$ cat src/rtl/bsg_wormhole_stream_pkg.sv
// Shared definitions for the wormhole stream generator and its receive-side peer:
// FSM states, the {len, cord} header struct generator and the len arithmetic.

`ifndef BSG_WORMHOLE_STREAM_PKG_SV
`define BSG_WORMHOLE_STREAM_PKG_SV

// Expands to a packed wormhole routing header with cord in the low bits.
`define BSG_WORMHOLE_STREAM_HDR_STRUCT(struct_name, cord_w, len_w) \
   typedef struct packed {                                          \
      logic [len_w-1:0]  len;                                       \
      logic [cord_w-1:0] cord;                                      \
   } struct_name;

package bsg_wormhole_stream_pkg;

   typedef enum logic [1:0] {
      e_idle = 2'd0,
      e_hdr  = 2'd1,
      e_data = 2'd2
   } stream_state_e;

   // The wormhole len field counts every flit after the first one.
   function automatic int unsigned wormhole_len(input int unsigned hdr_len,
                                                input int unsigned data_cnt);
      return hdr_len + data_cnt - 1;
   endfunction

   function automatic bit wormhole_len_fits(input int unsigned hdr_len,
                                            input int unsigned data_cnt,
                                            input int unsigned len_w);
      longint unsigned total;
      longint unsigned limit;
      total = longint'(hdr_len) + longint'(data_cnt) - 1;
      limit = (64'd1 << len_w) - 1;
      return total <= limit;
   endfunction

endpackage

`endif

$ cat src/rtl/bsg_counter_set_down.sv
// Loadable down counter. When set and down coincide and the two are not declared
// exclusive, the decrement applies to the freshly loaded value.

module bsg_counter_set_down #(
   parameter int width_p                  = 4,
   parameter bit set_and_down_exclusive_p = 1'b0
) (
   input  logic               clk_i,
   input  logic               reset_n_i,
   input  logic               set_i,
   input  logic [width_p-1:0] val_i,
   input  logic               down_i,
   output logic [width_p-1:0] count_r_o
);

   logic [width_p-1:0] ctr_q;
   logic [width_p-1:0] ctr_d;
   logic [width_p-1:0] dec;

   always_comb begin
      dec = '0;
      dec[0] = down_i;
      if (set_and_down_exclusive_p) begin
         ctr_d = set_i ? val_i : (ctr_q - dec);
      end else begin
         ctr_d = (set_i ? val_i : ctr_q) - dec;
      end
   end

   always_ff @(posedge clk_i or negedge reset_n_i) begin
      if (!reset_n_i) begin
         ctr_q <= '0;
      end else begin
         ctr_q <= ctr_d;
      end
   end

   assign count_r_o = ctr_q;

endmodule

$ cat src/rtl/bsg_wormhole_stream_gen.sv
// Transmit-side wormhole packetiser: one header plus a data-flit count becomes
// hdr_len_p header flits followed by the data flits passed straight through.

module bsg_wormhole_stream_gen
   import bsg_wormhole_stream_pkg::*;
#(
   parameter int flit_width_p   = 64,
   parameter int cord_width_p   = 8,
   parameter int len_width_p    = 4,
   parameter int pr_hdr_width_p = 100,
   parameter int hdr_len_p      = 2
) (
   input  logic                      clk_i,
   input  logic                      reset_n_i,

   input  logic [cord_width_p-1:0]   hdr_cord_i,
   input  logic [pr_hdr_width_p-1:0] hdr_pr_i,
   input  logic [len_width_p-1:0]    hdr_data_cnt_i,
   input  logic                      hdr_v_i,
   output logic                      hdr_ready_and_o,

   input  logic [flit_width_p-1:0]   data_i,
   input  logic                      data_v_i,
   output logic                      data_ready_and_o,

   output logic [flit_width_p-1:0]   link_data_o,
   output logic                      link_v_o,
   input  logic                      link_ready_and_i
);

   localparam int hdr_w     = hdr_len_p * flit_width_p;
   localparam int content_w = cord_width_p + len_width_p + pr_hdr_width_p;
   localparam int hdr_cnt_w = $clog2(hdr_len_p + 1);

   `BSG_WORMHOLE_STREAM_HDR_STRUCT(wh_hdr_s, cord_width_p, len_width_p)

   stream_state_e state_q, state_d;
   logic [hdr_w-1:0] hdr_q, hdr_d;

   logic [hdr_cnt_w-1:0]    hdr_cnt;
   logic [len_width_p-1:0]  data_cnt;

   wh_hdr_s                 wh_hdr;
   logic [hdr_w-1:0]        packed_hdr;
   logic [flit_width_p-1:0] hdr_flit;

   logic link_v;
   logic link_hs;
   logic hdr_last;
   logic data_last;
   logic last_out;
   logic hdr_ready;
   logic hdr_accept;
   logic hdr_down;
   logic data_down;

   always_comb begin
      wh_hdr.cord = hdr_cord_i;
      wh_hdr.len  = len_width_p'(wormhole_len(32'(hdr_len_p), 32'(hdr_data_cnt_i)));
      packed_hdr  = '0;
      packed_hdr[content_w-1:0] = {hdr_pr_i, wh_hdr};
   end

   // The counter runs hdr_len_p..1, so flit i is presented when it equals hdr_len_p-i.
   always_comb begin
      hdr_flit = '0;
      for (int i = 0; i < hdr_len_p; i++) begin
         if (hdr_cnt == hdr_cnt_w'(hdr_len_p - i)) begin
            hdr_flit = hdr_q[i*flit_width_p +: flit_width_p];
         end
      end
   end

   // Valid never looks at ready; ready on the data side is the link's ready.
   always_comb begin
      link_v     = (state_q == e_hdr) | ((state_q == e_data) & data_v_i);
      link_hs    = link_v & link_ready_and_i;
      hdr_last   = (state_q == e_hdr) & (hdr_cnt == hdr_cnt_w'(1)) & (data_cnt == '0);
      data_last  = (state_q == e_data) & (data_cnt == len_width_p'(1));
      last_out   = link_hs & (hdr_last | data_last);
      hdr_ready  = reset_n_i & ((state_q == e_idle) | last_out);
      hdr_accept = hdr_v_i & hdr_ready;
      hdr_down   = link_hs & (state_q == e_hdr) & ~hdr_accept;
      data_down  = link_hs & (state_q == e_data) & ~hdr_accept;
   end

   always_comb begin
      hdr_d = hdr_accept ? packed_hdr : hdr_q;
   end

   always_comb begin
      state_d = state_q;
      unique case (state_q)
         e_idle: begin
            if (hdr_accept) begin
               state_d = e_hdr;
            end
         end
         e_hdr: begin
            if (link_hs && (hdr_cnt == hdr_cnt_w'(1))) begin
               if (data_cnt != '0) begin
                  state_d = e_data;
               end else begin
                  state_d = hdr_accept ? e_hdr : e_idle;
               end
            end
         end
         e_data: begin
            if (link_hs && (data_cnt == len_width_p'(1))) begin
               state_d = hdr_accept ? e_hdr : e_idle;
            end
         end
         default: state_d = e_idle;
      endcase
   end

   always_ff @(posedge clk_i or negedge reset_n_i) begin
      if (!reset_n_i) begin
         state_q <= e_idle;
         hdr_q   <= '0;
      end else begin
         state_q <= state_d;
         hdr_q   <= hdr_d;
      end
   end

   bsg_counter_set_down #(
      .width_p                  (hdr_cnt_w),
      .set_and_down_exclusive_p (1'b0)
   ) hdr_counter (
      .clk_i     (clk_i),
      .reset_n_i (reset_n_i),
      .set_i     (hdr_accept),
      .val_i     (hdr_cnt_w'(hdr_len_p)),
      .down_i    (hdr_down),
      .count_r_o (hdr_cnt)
   );

   bsg_counter_set_down #(
      .width_p                  (len_width_p),
      .set_and_down_exclusive_p (1'b0)
   ) data_counter (
      .clk_i     (clk_i),
      .reset_n_i (reset_n_i),
      .set_i     (hdr_accept),
      .val_i     (hdr_data_cnt_i),
      .down_i    (data_down),
      .count_r_o (data_cnt)
   );

   assign hdr_ready_and_o  = hdr_ready;
   assign data_ready_and_o = (state_q == e_data) & link_ready_and_i;
   assign link_v_o         = link_v;
   assign link_data_o      = (state_q == e_data) ? data_i : hdr_flit;

   // A len that wraps would mis-route the tail of the worm.
   len_overflow_a: assert property (@(posedge clk_i) disable iff (!reset_n_i)
      hdr_accept |-> wormhole_len_fits(32'(hdr_len_p), 32'(hdr_data_cnt_i), 32'(len_width_p)));

endmodule

$ cat config.mk
export PLATFORM = sky130hd
export DESIGN_NAME = bsg_wormhole_stream_gen
export DESIGN_NICKNAME = d
export VERILOG_FILES = /design/src/rtl/bsg_wormhole_stream_pkg.sv /design/src/rtl/bsg_counter_set_down.sv /design/src/rtl/bsg_wormhole_stream_gen.sv
export SDC_FILE = /design/constraint.sdc
export NUM_CORES = 1
export LEC_CHECK = 0
export CORE_ASPECT_RATIO = 1.5
export CORE_UTILIZATION = 46
export DETAILED_ROUTE_END_ITERATION = 16
export PLACE_DENSITY = 0.9
export SYNTH_ARGS = -nofsm -noshare
export SYNTH_HDL_FRONTEND = slang
export SYNTH_HIERARCHICAL = 1
export SYNTH_SLANG_ARGS = --single-unit
$ cat constraint.sdc
create_clock -name clk_i -period 3.9 [get_ports clk_i]
set_input_delay 1.17 -clock clk_i [delete_from_list [all_inputs] [get_ports clk_i]]
set_output_delay 1.17 -clock clk_i [all_outputs]
set_load 0.03 [all_outputs]
* Word-level counts from Yosys, hierarchy flattened *
Cells that the tools add are included.

word-level totals
  register bits = 120
  bits of input ports = 181
  output and inout port bits = 67

cells by class
  add/subtract/negate cells = 4
  equal/unequal tests = 8
  multiplexer cells = 11
  bitwise gates (word level) = 17
  reduce and logical (&&, ||, !) cells = 6

operators by type and width
  kind                   count
  $mux W64               3
  $and A1 B1 Y1          13
  $mux W2                5
  $ne A2 B1 Y1 const B   3
  $pmux W2 S3            1
  $add A2 B4 Y4 const A  1
  $eq A2 B1 Y1 const B   2
  $eq A2 B2 Y1 const B   2
  $eq A4 B1 Y1 const B   1
  $logic_not A4 Y1       1
  $mux W4                1
  $reduce_bool A4 Y1     1
  $sub A4 B1 Y4          1
  $sub A4 B1 Y4 const B  1
  $or A1 B1 Y1           3
  $reduce_and A3 Y1      1
  $logic_and A1 B1 Y1    2
  $logic_not A2 Y1       1
  $sub A2 B1 Y2          1
  $mux W1                1
  $not A1 Y1             1

* Logic depth before layout (Yosys ltp) *
Gate-level depths: netlist of run 1.

  word-level depth = 12
  mapped depth = 9
  gate-level depth less buffers = 7

* Hierarchy *
Netlist of run 1, hierarchy kept.

modules (own cells, without submodules)
  module                                times used  cells each  area each (sq um)  sequential area each (sq um)
  bsg_wormhole_stream_gen               1           461         5,446.5            2,852.7
  bsg_counter_set_down at data_counter  1           18          219.0              100.1
  bsg_counter_set_down at hdr_counter   1           7           95.1               50.0

* Worst setup path after synthesis of run 1 *
No wires, ideal clock.

  kind = input to output
  start point = input port data_v_i
  end point = output port hdr_ready_and_o
  data arrival time = 2.153 ns
  required time = 2.730 ns
  setup slack = 0.577 ns
  stages = 3
  buffers on the path = 0
  path through = nand3b_1 > o311a_1 > nor3b_1

between the ends
  longest elaborated chain between the ends = 6

ends and longest elaborated chain
  element             line                           text
  start: declaration  bsg_wormhole_stream_gen.sv:23  input logic data_v_i,
  $and A1 B1 Y1       bsg_wormhole_stream_gen.sv:76  link_v = (state_q == e_hdr) | ((state_q == e_data) & data_v_i);
  $or A1 B1 Y1        bsg_wormhole_stream_gen.sv:76
  $and A1 B1 Y1       bsg_wormhole_stream_gen.sv:77  link_hs = link_v & link_ready_and_i;
  $and A1 B1 Y1       bsg_wormhole_stream_gen.sv:80  last_out = link_hs & (hdr_last | data_last);
  $or A1 B1 Y1        bsg_wormhole_stream_gen.sv:81  hdr_ready = reset_n_i & ((state_q == e_idle) | last_out);
  $and A1 B1 Y1       bsg_wormhole_stream_gen.sv:81
  end: declaration    bsg_wormhole_stream_gen.sv:20  output logic hdr_ready_and_o,

No other way between the ends.

* Final worst setup path of run 1 *
  start point = input port data_i[44]
  end point = output port link_data_o[44]

between the ends
  longest elaborated chain between the ends = 1

ends and longest elaborated chain
  element             line                            text
  start: declaration  bsg_wormhole_stream_gen.sv:22   input logic [flit_width_p-1:0] data_i,
  $mux W64            bsg_wormhole_stream_gen.sv:154  assign link_data_o = (state_q == e_data) ? data_i : hdr_flit;
  end: declaration    bsg_wormhole_stream_gen.sv:26   output logic [flit_width_p-1:0] link_data_o,

No other way between the ends.

==> out/results.txt, run 1 <==
clk root buf: clkbuf_16
area share of fa/ha/maj cells after synthesis: 0.00869
max_cap viols: 0
CTS sink cnt: 120
routed via count: 4924
post-route minimum period: 3.75 ns
cell area after layout: 0.00904 sq mm
status: complete, no violations
Hold Buf Count CTS: 0
Worst Hold Launch: hdr_q[32]
number of distinct library cells after synthesis: 34
dpl hpwl: 12.0 mm
family with the most delay on the worst path: buffers and inverters
nets: 913
top cells by area, synth: dfrtp_1, mux2_2, mux2_1
slowest stage delay, CP: 0.75 ns
Setup CP Type: in -> out
GRT Total Usage: 0.268
WL per Instance: 18.8 microns
die area: 0.0130 sq mm
synthesized area: 0.00576 sq mm
largest net degree at the start of global routing: 72
DR top layer: met4
clock tree buffer depth: 2
commonest non-fill, non-tap cell in the layout: clkdlybuf4s50_1
Comb power frac: 0.532
Synth Area in Compound Gates: 0.107
XOR/XNOR share of the synthesized area: 0.00760
period utilisation layout: 0.961
Fillers: 801
worst slew pin tran: 0.815 ns
IO buf count: 247
min-delay worst type: reg -> reg
post-route ant nets: 0
router iterations before antenna repair: 4
Reg-to-Reg Start: hdr_counter/count_r_o[1]
max frequency: 0.267 GHz
CP Launch Type: input port
most frequent cells in the layout: clkdlybuf4s50_1, dfrtp_1, nor2_1
Int Pwr: 5150 uW
DP Area: 0.00839 sq mm
setup_tns: 0 ns
worst path arrival time: 2.58 ns
Req. time, crit path: 2.73 ns
hold path endpoint: hdr_q[32]
initial antenna violation count: 0
clock share of power: 0.201
RSZ-0062 raised after global routing: false
multiplexer share of the synthesized area: 0.229
#FFs+latches synth: 120
initial drt markers: 209
clock-pin slew on the worst setup and hold paths: 0.05 ns
synthesized net count: 671
Reg power frac: 0.267
cell taking the most area after synthesis: dfrtp_1
Post-Route WL: 16.8 mm
vias in the first global route: 5308
vias per cell: 5.51
footprint of the multi-input gates: 0.00258 sq mm
Slowest-stage cell, CP: clkdlybuf4s50_1
ant diodes: 0
Synth Warn #: 6
P&R area growth vs syn: 57.0%
initial core utilization: 0.477
PD cells: 940 mW/mm^2
hold depth: 1
post-synthesis simple-gate area fraction: 0.0882
Final Max Slew Viols: 0
Slew HR: 0.456
R2R Setup Slk: 1.62 ns
crit path cell chain: clkdlybuf4s50_1 -> nor2_1 -> nor2_1 -> clkdlybuf4s50_1
first-pass GRT wire length: 26.6 mm
WL met2: 9.25 mm
postcts setup bufs: 0
placer congestion estimate: 0.830
met1 WL: 6.09 mm
CORE AREA: 0.0121 sq mm
Crit. End Element: output port
H-tree Lvls: 4
critical path peak fanout: 1
Chip Width: 93.4 microns
Avg Synthesized Cell Area: 11.9 sq um
Reg area: 0.00300 sq mm
share of cells above drive strength 1: 0.167
crit path buf inv count: 2
num ports: 248
share of the synthesized area in the top cell type: 0.521
VDD IR-drop max: 0.601 mV
NetSw: 3350 uW
Worst Reg-to-Reg Cells: 8
CTS tree: yes
TritonCTS buffer count: 17
cell row count: 49
FF-to-FF End: data_counter/count_r_o[3]
WL met3: 838 microns
clock skew: 0.0101 ns
# setup viols final: 0
net switching fraction of the power: 0.394
largest family of logic cells by synthesized area: multiplexers
Setup WS post-layout: 0.152 ns
Setup WS pre-CTS: 0.181 ns
Die H: 139 microns
grt ovf: 0
DRC errors left: 0
post-synthesis sequential area ratio: 0.521
Hold Vio Cnt, Final: 0
leakage: 0.00377 uW
clk_lat worst skew: 0.40 ns
cell count after synthesis: 486
## cell type report
class                      instances  share of cell area
multi-input combinational        323               0.285
clock inverter                    12              0.0217
tap                              153              0.0212
inverter                           5             0.00208
sequential                       120               0.332
timing repair buffer             261               0.287
clock buffer                      20              0.0505
## worst max path at each step
| stage | to | start | cells after the start |
|---|---|---|---|
| detailed placement | link_data_o[44] | data_i[44] | 4 |
| CTS | link_data_o[49] | state_q[0] | 4 |
| global placement | link_data_o[46] | data_i[46] | 4 |
| global route | link_data_o[44] | state_q[1] | 5 |
| floorplan | hdr_ready_and_o | data_v_i | 3 |
| finish | link_data_o[44] | data_i[44] | 4 |
## repair_timing
action	in CTS	in global routing
gates resized for setup	0	1
endpoints found under the setup margin	0	1
hold endpoints to repair	0	0
## synth_stat cells (all sizes together)
cell and n:
dfrtp 120, mux2 111, nor2 98, a221oi 48, clkbuf 22, a22o 16
buf 16, mux2i 7, nand2 6, inv 5, ha 4, nor2b 4
nand2b 3, nor3 3, xnor2 3, a31oi 2, and2 2, conb 2
nand3b 2, nor3b 2, xor2 2, a21boi 1, a21o 1, a21oi 1
nand3 1, o21ai 1, o221ai 1, o311a 1, or2 1
## power groups by stage
stage	registers [uW]	clock network (uW)	logic, uW
global route	2350	1790	4790
finish	2270	1710	4530
global placement	2220	0	4420
detailed placement	2280	0	4520
floorplan	2140	0	2880
CTS	2270	1730	4560
## flip-flops by register name, indices dropped and copies added (netlist names)
name / flops
hdr_q: 112
state_q: 2
hdr_counter/count_r_o: 2
data_counter/count_r_o: 4
## metrics by stage
step,power [uW],instances,util,hold slack (ns)
finish,8500,894,0.749,0.488
global route,8930,894,0.749,0.515
CTS,8560,894,0.749,0.488
detailed placement,6790,862,0.694,0.476
global placement,6640,862,0.694,0.467
floorplan,5020,486,-,0.458
## logic make-up (layout without fill, tap and decap cells)
logic type	Yosys count	after routing
other cells	2	2
buf+inv	43	298
fa+ha+maj	4	4
mux	118	118
flops	120	120
simple gates	122	122
compound gates	72	72
xor+xnor	5	5
## metal layers
metal | global-route usage | vias up
li1 | - | 2242
met1 | 0.290 | 2445
met2 | 0.481 | 191
met3 | 0.0581 | 46
met4 | 0.141 | 0
met5 | 0 | -
Power figures use the tool's default switching activity.
==> run 2: changes to the inputs <==
--- a/config.mk
+++ b/config.mk
@@ -6,9 +6,10 @@
 export NUM_CORES = 1
 export LEC_CHECK = 0
 export CORE_ASPECT_RATIO = 1.5
-export CORE_UTILIZATION = 46
+export CORE_MARGIN = 2
+export CORE_UTILIZATION = 39
 export DETAILED_ROUTE_END_ITERATION = 16
-export PLACE_DENSITY = 0.9
+export PLACE_DENSITY = 0.82
 export SYNTH_ARGS = -nofsm -noshare
 export SYNTH_HDL_FRONTEND = slang
 export SYNTH_HIERARCHICAL = 1
==> constraint.sdc (replaced) <==
create_clock -name clk_i -period 3 [get_ports clk_i]
set_input_delay 0.9 -clock clk_i [delete_from_list [all_inputs] [get_ports clk_i]]
set_output_delay 0.9 -clock clk_i [all_outputs]
set_load 0.03 [all_outputs]
==> out/results.txt, run 2 (synthesized netlist as in run 1, its figures left out) <==
crit path launch: data_v_i
clock skew: 0.00563 ns (-0.00443 ns)
R2R Setup Slk: 0.77 ns (-0.85 ns)
DRC errors left: 0 (unchanged)
max frequency: 0.341 GHz
Chip Width: 103 microns (+11%)
Fillers: 1166 (+46%)
TritonCTS buffer count: 17 (unchanged)
Worst Reg-to-Reg Cells: 7 (-1)
initial antenna violation count: 0 (unchanged)
status: complete, no violations
net switching fraction of the power: 0.401 (+0.00712)
share of cells above drive strength 1: 0.262 (+0.0944)
largest net degree at the start of global routing: 77 (+6.9%)
initial core utilization: 0.397 (-0.0804)
clk_lat worst skew: 0.41 ns (about the same)
worst path arrival time: 2.03 ns (-0.55 ns)
clock tree buffer depth: 2 (unchanged)
clk root buf: clkbuf_16
vias per cell: 5.19 (-5.7%)
cell row count: 54 (+10%)
hold path endpoint: hdr_q[42]
placer congestion estimate: 0.880 (+6.1%)
Req. time, crit path: 2.10 ns (-0.63 ns)
dpl hpwl: 12.1 mm (+0.22%)
CTS sink cnt: 120 (unchanged)
H-tree Lvls: 4 (unchanged)
num ports: 248 (unchanged)
Final Max Slew Viols: 0 (unchanged)
CP Launch Type: input port
die area: 0.0158 sq mm (+22%)
critical path peak fanout: 2 (+1)
Most flops, register: hdr_q
nets: 917 (+0.44%)
vias in the first global route: 5363 (+1.0%)
first-pass GRT wire length: 26.2 mm (-1.5%)
GRT Total Usage: 0.215 (-0.0531)
most frequent cells in the layout: clkdlybuf4s50_1, dfrtp_1, nor2_1
Reg power frac: 0.271 (+0.004)
Hold Buf Count CTS: 0 (unchanged)
IO buf count: 247 (unchanged)
clock-pin slew on the worst setup and hold paths: 0.06 ns (about the same)
max_cap viols: 0 (unchanged)
Setup CP Type: in -> out
FF-to-FF End: hdr_counter/count_r_o[1]
Slew HR: 0.426 (-0.0309)
initial drt markers: 187 (-11%)
P&R area growth vs syn: 56.3%
CORE AREA: 0.0145 sq mm (+20%)
routed via count: 4886 (-0.77%)
commonest non-fill, non-tap cell in the layout: clkdlybuf4s50_1
PD cells: 1210 mW/mm^2 (+28%)
post-route minimum period: 2.93 ns
Reg-to-Reg Start: data_counter/count_r_o[1]
NetSw: 4360 uW (+30%)
period utilisation layout: 0.978
# setup viols final: 0 (unchanged)
Hold Vio Cnt, Final: 0 (unchanged)
Int Pwr: 6500 uW (+26%)
final hold slack: 0.488 ns (+0.000380 ns)
hold depth: 1 (unchanged)
CTS tree: yes
clock share of power: 0.209 (+0.008)
max reg flops: 112 (unchanged)
Die H: 153 microns (+9.9%)
Crit. End Element: output port
Post-Route WL: 16.7 mm (-0.85%)
final core utilization: 0.620 (-0.129)
Comb power frac: 0.521 (-0.011)
router iterations before antenna repair: 4 (unchanged)
Worst Hold Launch: hdr_q[42]
post-route ant nets: 0 (unchanged)
ant diodes: 0 (unchanged)
RSZ-0062 raised after global routing: false
worst slew pin tran: 0.862 ns (+0.0463 ns)
grt ovf: 0 (unchanged)
WL per Instance: 17.7 microns (-5.8%)
VDD IR-drop max: 0.722 mV (+20%)
leakage: 0.00391 uW (+3.8%)
min-delay worst type: reg -> reg
run 2: cell types whose count changed in the layout (fill, tap and decap cells not counted), sizes merged:
cell / previous run / this run
clkdlybuf4s50: 245 / 179
clkbuf: 20 / 21
clkinv: 3 / 5
inv: 6 / 5
clkinvlp: 3 / 1
buf: 16 / 86
run 2: worst max-delay path, cell delays in order:
cell and delay, ns:
clkdlybuf4s50_1 0.49, nand3b_1 0.10, o311a_1 0.16, nor3b_2 0.19, buf_4 0.18
run 2: final cells by class:
type                    instances  area (sq um)  share of cell area
clock inverters                11           194              0.0215
multi-input cells             323          2580               0.287
clock buffers                  21           470              0.0523
repair buffers                265          2490               0.276
flip-flops and latches        120          3000               0.334
well taps                     196           245              0.0272
inverters                       5          18.8             0.00208
run 2: repair_timing:
item / CTS / global route
pin swaps: 0 / 1
endpoints found under the setup margin: 1 / 32
gates resized for setup: 1 / 1
setup buffers: 0 / 3
run 2: metrics by stage:
step / cells / instance area [sq um] / total power [uW] / setup TNS [ns] / setup slack [ns]
CTS: 938 / 8980 / 10900 / 0 / 0.0387
detailed placement: 906 / 8310 / 8630 / 0 / 0.0103
global placement: 906 / 8310 / 8400 / -0.00116 / -0.00116
floorplan: 486 / 5760 / 6520 / 0 / 0.217
finish: 941 / 9000 / 10900 / 0 / 0.0666
global route: 941 / 9000 / 11500 / 0 / 0.00619
run 2: worst max-delay path by stage:
stage	cells past startpoint	endpoint	slack (ns)
6_report	5	hdr_ready_and_o	0.07
5_1_grt	5	hdr_ready_and_o	0.006
4_1_cts	4	link_data_o[50]	0.04
3_5_place_dp	5	hdr_ready_and_o	0.01
3_3_place_gp	5	hdr_ready_and_o	-0.001
2_1_floorplan	3	hdr_ready_and_o	0.22
run 2: power groups by stage:
stage / Sequential, uW / Combinational, uW / Clock (uW)
final: 2940 / 5660 / 2270
after global routing: 3040 / 6040 / 2390
after CTS: 2940 / 5690 / 2300
after detailed placement: 2960 / 5660 / 0
after global placement: 2880 / 5520 / 0
after floorplan: 2780 / 3740 / 0
run 2: layer usage:
layer	share of wire	wire (microns)	vias to the layer above	global-route usage
li1	-	-	2251	-
met1	0.36	6050	2423	0.228
met2	0.55	9240	181	0.393
met3	0.053	884	31	0.0512
met4	0.031	518	0	0.0940
met5	0	0	-	0
==> run 3: changes to the inputs <==
--- a/config.mk
+++ b/config.mk
@@ -7,9 +7,10 @@
 export LEC_CHECK = 0
 export CORE_ASPECT_RATIO = 1.5
 export CORE_MARGIN = 2
-export CORE_UTILIZATION = 39
+export CORE_UTILIZATION = 43
+export CTS_CLUSTER_DIAMETER = 100
 export DETAILED_ROUTE_END_ITERATION = 16
-export PLACE_DENSITY = 0.82
+export PLACE_DENSITY = 0.85
 export SYNTH_ARGS = -nofsm -noshare
 export SYNTH_HDL_FRONTEND = slang
 export SYNTH_HIERARCHICAL = 1
==> constraint.sdc (replaced) <==
create_clock -name clk_i -period 3.2 [get_ports clk_i]
set_input_delay 0.96 -clock clk_i [delete_from_list [all_inputs] [get_ports clk_i]]
set_output_delay 0.96 -clock clk_i [all_outputs]
set_load 0.03 [all_outputs]
==> out/results.txt, run 3 (synthesized netlist as in run 1, its figures left out) <==
status: complete, no violations
worst path arrival time: 2.15 ns (+0.12 ns)
cell row count: 51 (-5.6%)
CTS tree: yes
Chip Width: 98.5 microns (-4.6%)
initial drt markers: 175 (-6.4%)
clock tree buffer depth: 2 (unchanged)
clock-pin slew on the worst setup and hold paths: 0.05 ns (about the same)
Hold Vio Cnt, Final: 0 (unchanged)
clk_lat worst skew: 0.41 ns (about the same)
WL per Instance: 19.3 microns (+8.6%)
Setup CP Type: in -> out
Most flops, register: hdr_q
Final Max Slew Viols: 0 (unchanged)
grt ovf: 0 (unchanged)
min-delay worst type: reg -> reg
P&R area growth vs syn: 55.1%
largest net degree at the start of global routing: 80 (+3.9%)
setup_tns: 0 ns (unchanged)
critical path peak fanout: 3 (+1)
CORE AREA: 0.0130 sq mm (-10%)
max reg flops: 112 (unchanged)
DRC errors left: 0 (unchanged)
share of cells above drive strength 1: 0.262 (+0.000352)
VDD IR-drop max: 0.660 mV (-8.6%)
num ports: 248 (unchanged)
final hold slack: 0.488 ns (-0.0000600 ns)
RSZ-0062 raised after global routing: false
vias in the first global route: 5466 (+1.9%)
commonest non-fill, non-tap cell in the layout: clkdlybuf4s50_1
router iterations before antenna repair: 4 (unchanged)
clock skew: 0.0187 ns (+0.0131 ns)
max frequency: 0.321 GHz
dpl hpwl: 12.5 mm (+3.8%)
Die H: 146 microns (-4.6%)
vias per cell: 5.48 (+5.6%)
max_cap viols: 0 (unchanged)
post-route ant nets: 0 (unchanged)
Req. time, crit path: 2.24 ns (+0.14 ns)
# setup viols final: 0 (unchanged)
Worst Reg-to-Reg Cells: 7 (unchanged)
post-route minimum period: 3.11 ns
Post-Route WL: 17.4 mm (+4.3%)
clk root buf: clkbuf_16
PD cells: 1140 mW/mm^2 (-5.3%)
Hold Buf Count CTS: 0 (unchanged)
placer congestion estimate: 0.869 (-1.4%)
final core utilization: 0.687 (+0.0668)
nets: 916 (-0.11%)
CP Launch Type: input port
Slew HR: 0.322 (-0.104)
most frequent cells in the layout: clkdlybuf4s50_1, dfrtp_1, nor2_1
IO buf count: 247 (unchanged)
GRT Total Usage: 0.241 (+0.0256)
Crit. End Element: output port
TritonCTS buffer count: 17 (unchanged)
CTS sink cnt: 120 (unchanged)
worst slew pin tran: 1.02 ns (+0.156 ns)
initial antenna violation count: 1 (+1)
hold depth: 1 (unchanged)
initial core utilization: 0.443 (+0.0460)
die area: 0.0144 sq mm (-9.0%)
period utilisation layout: 0.973
leakage: 0.00389 uW (-0.66%)
H-tree Lvls: 4 (unchanged)
routed via count: 4957 (+1.5%)
first-pass GRT wire length: 27.4 mm (+4.4%)
-- run 3: critical path: stages --
cell and delay, ns:
clkdlybuf4s50_1 0.50, nand3b_1 0.12, o311a_1 0.20, nor3b_2 0.20, buf_4 0.18
-- run 3: worst paths after layout --
check / startpoint / end / slack (ns)
setup / recovery: data_v_i / hdr_ready_and_o / 0.09
hold / removal: hdr_q[39] / hdr_q[39] / 0.49
setup reg to reg: hdr_counter/count_r_o[1] / hdr_counter/count_r_o[1] / 0.86
min in group asynchronous: reset_n_i / state_q[1] / 0.67
max in group asynchronous: reset_n_i / hdr_q[83] / 1.10
hold reg to reg: hdr_q[39] / hdr_q[39] / 0.49
-- run 3: cell type report --
type                       count  area (sq um)
inverter                       5          18.8
sequential                   120          3000
timing repair buffer         264          2490
antenna                        1          2.50
tap                          159           199
clock inverter                14           199
clock buffer                  18           439
multi-input combinational    323          2580
fill                         969          4080
-- run 3: metal layers --
layer | vias up | global-route usage | wire length (microns)
met2 | 202 | 0.432 | 9550
met5 | - | 0 | 0
met1 | 2445 | 0.263 | 6250
li1 | 2257 | - | -
met4 | 0 | 0.126 | 696
met3 | 53 | 0.0514 | 908
-- run 3: through the flow --
stage	total power [uW]	cells	instance area (sq um)	setup WS (ns)
detailed placement	8160	870	8280	0.0855
floorplan	6120	486	5760	0.297
global route	10700	904	8940	0.0240
global placement	7940	870	8280	0.0598
finish	10200	904	8940	0.0857
CTS	10300	902	8920	0.0722
-- run 3: power by group --
part / leakage, uW / switching, uW / internal, uW / total (uW)
clock: 0.000299 / 700 / 1330 / 2030
combinational: 0.00216 / 3020 / 2370 / 5390
sequential: 0.00143 / 482 / 2310 / 2790
-- run 3: repair_timing --
| action | CTS | global route |
|---|---|---|
| resized for setup | 1 | 1 |
| buffers inserted | 0 | 1 |
| pin swaps | 0 | 0 |
| endpoints found under the setup margin | 11 | 2 |
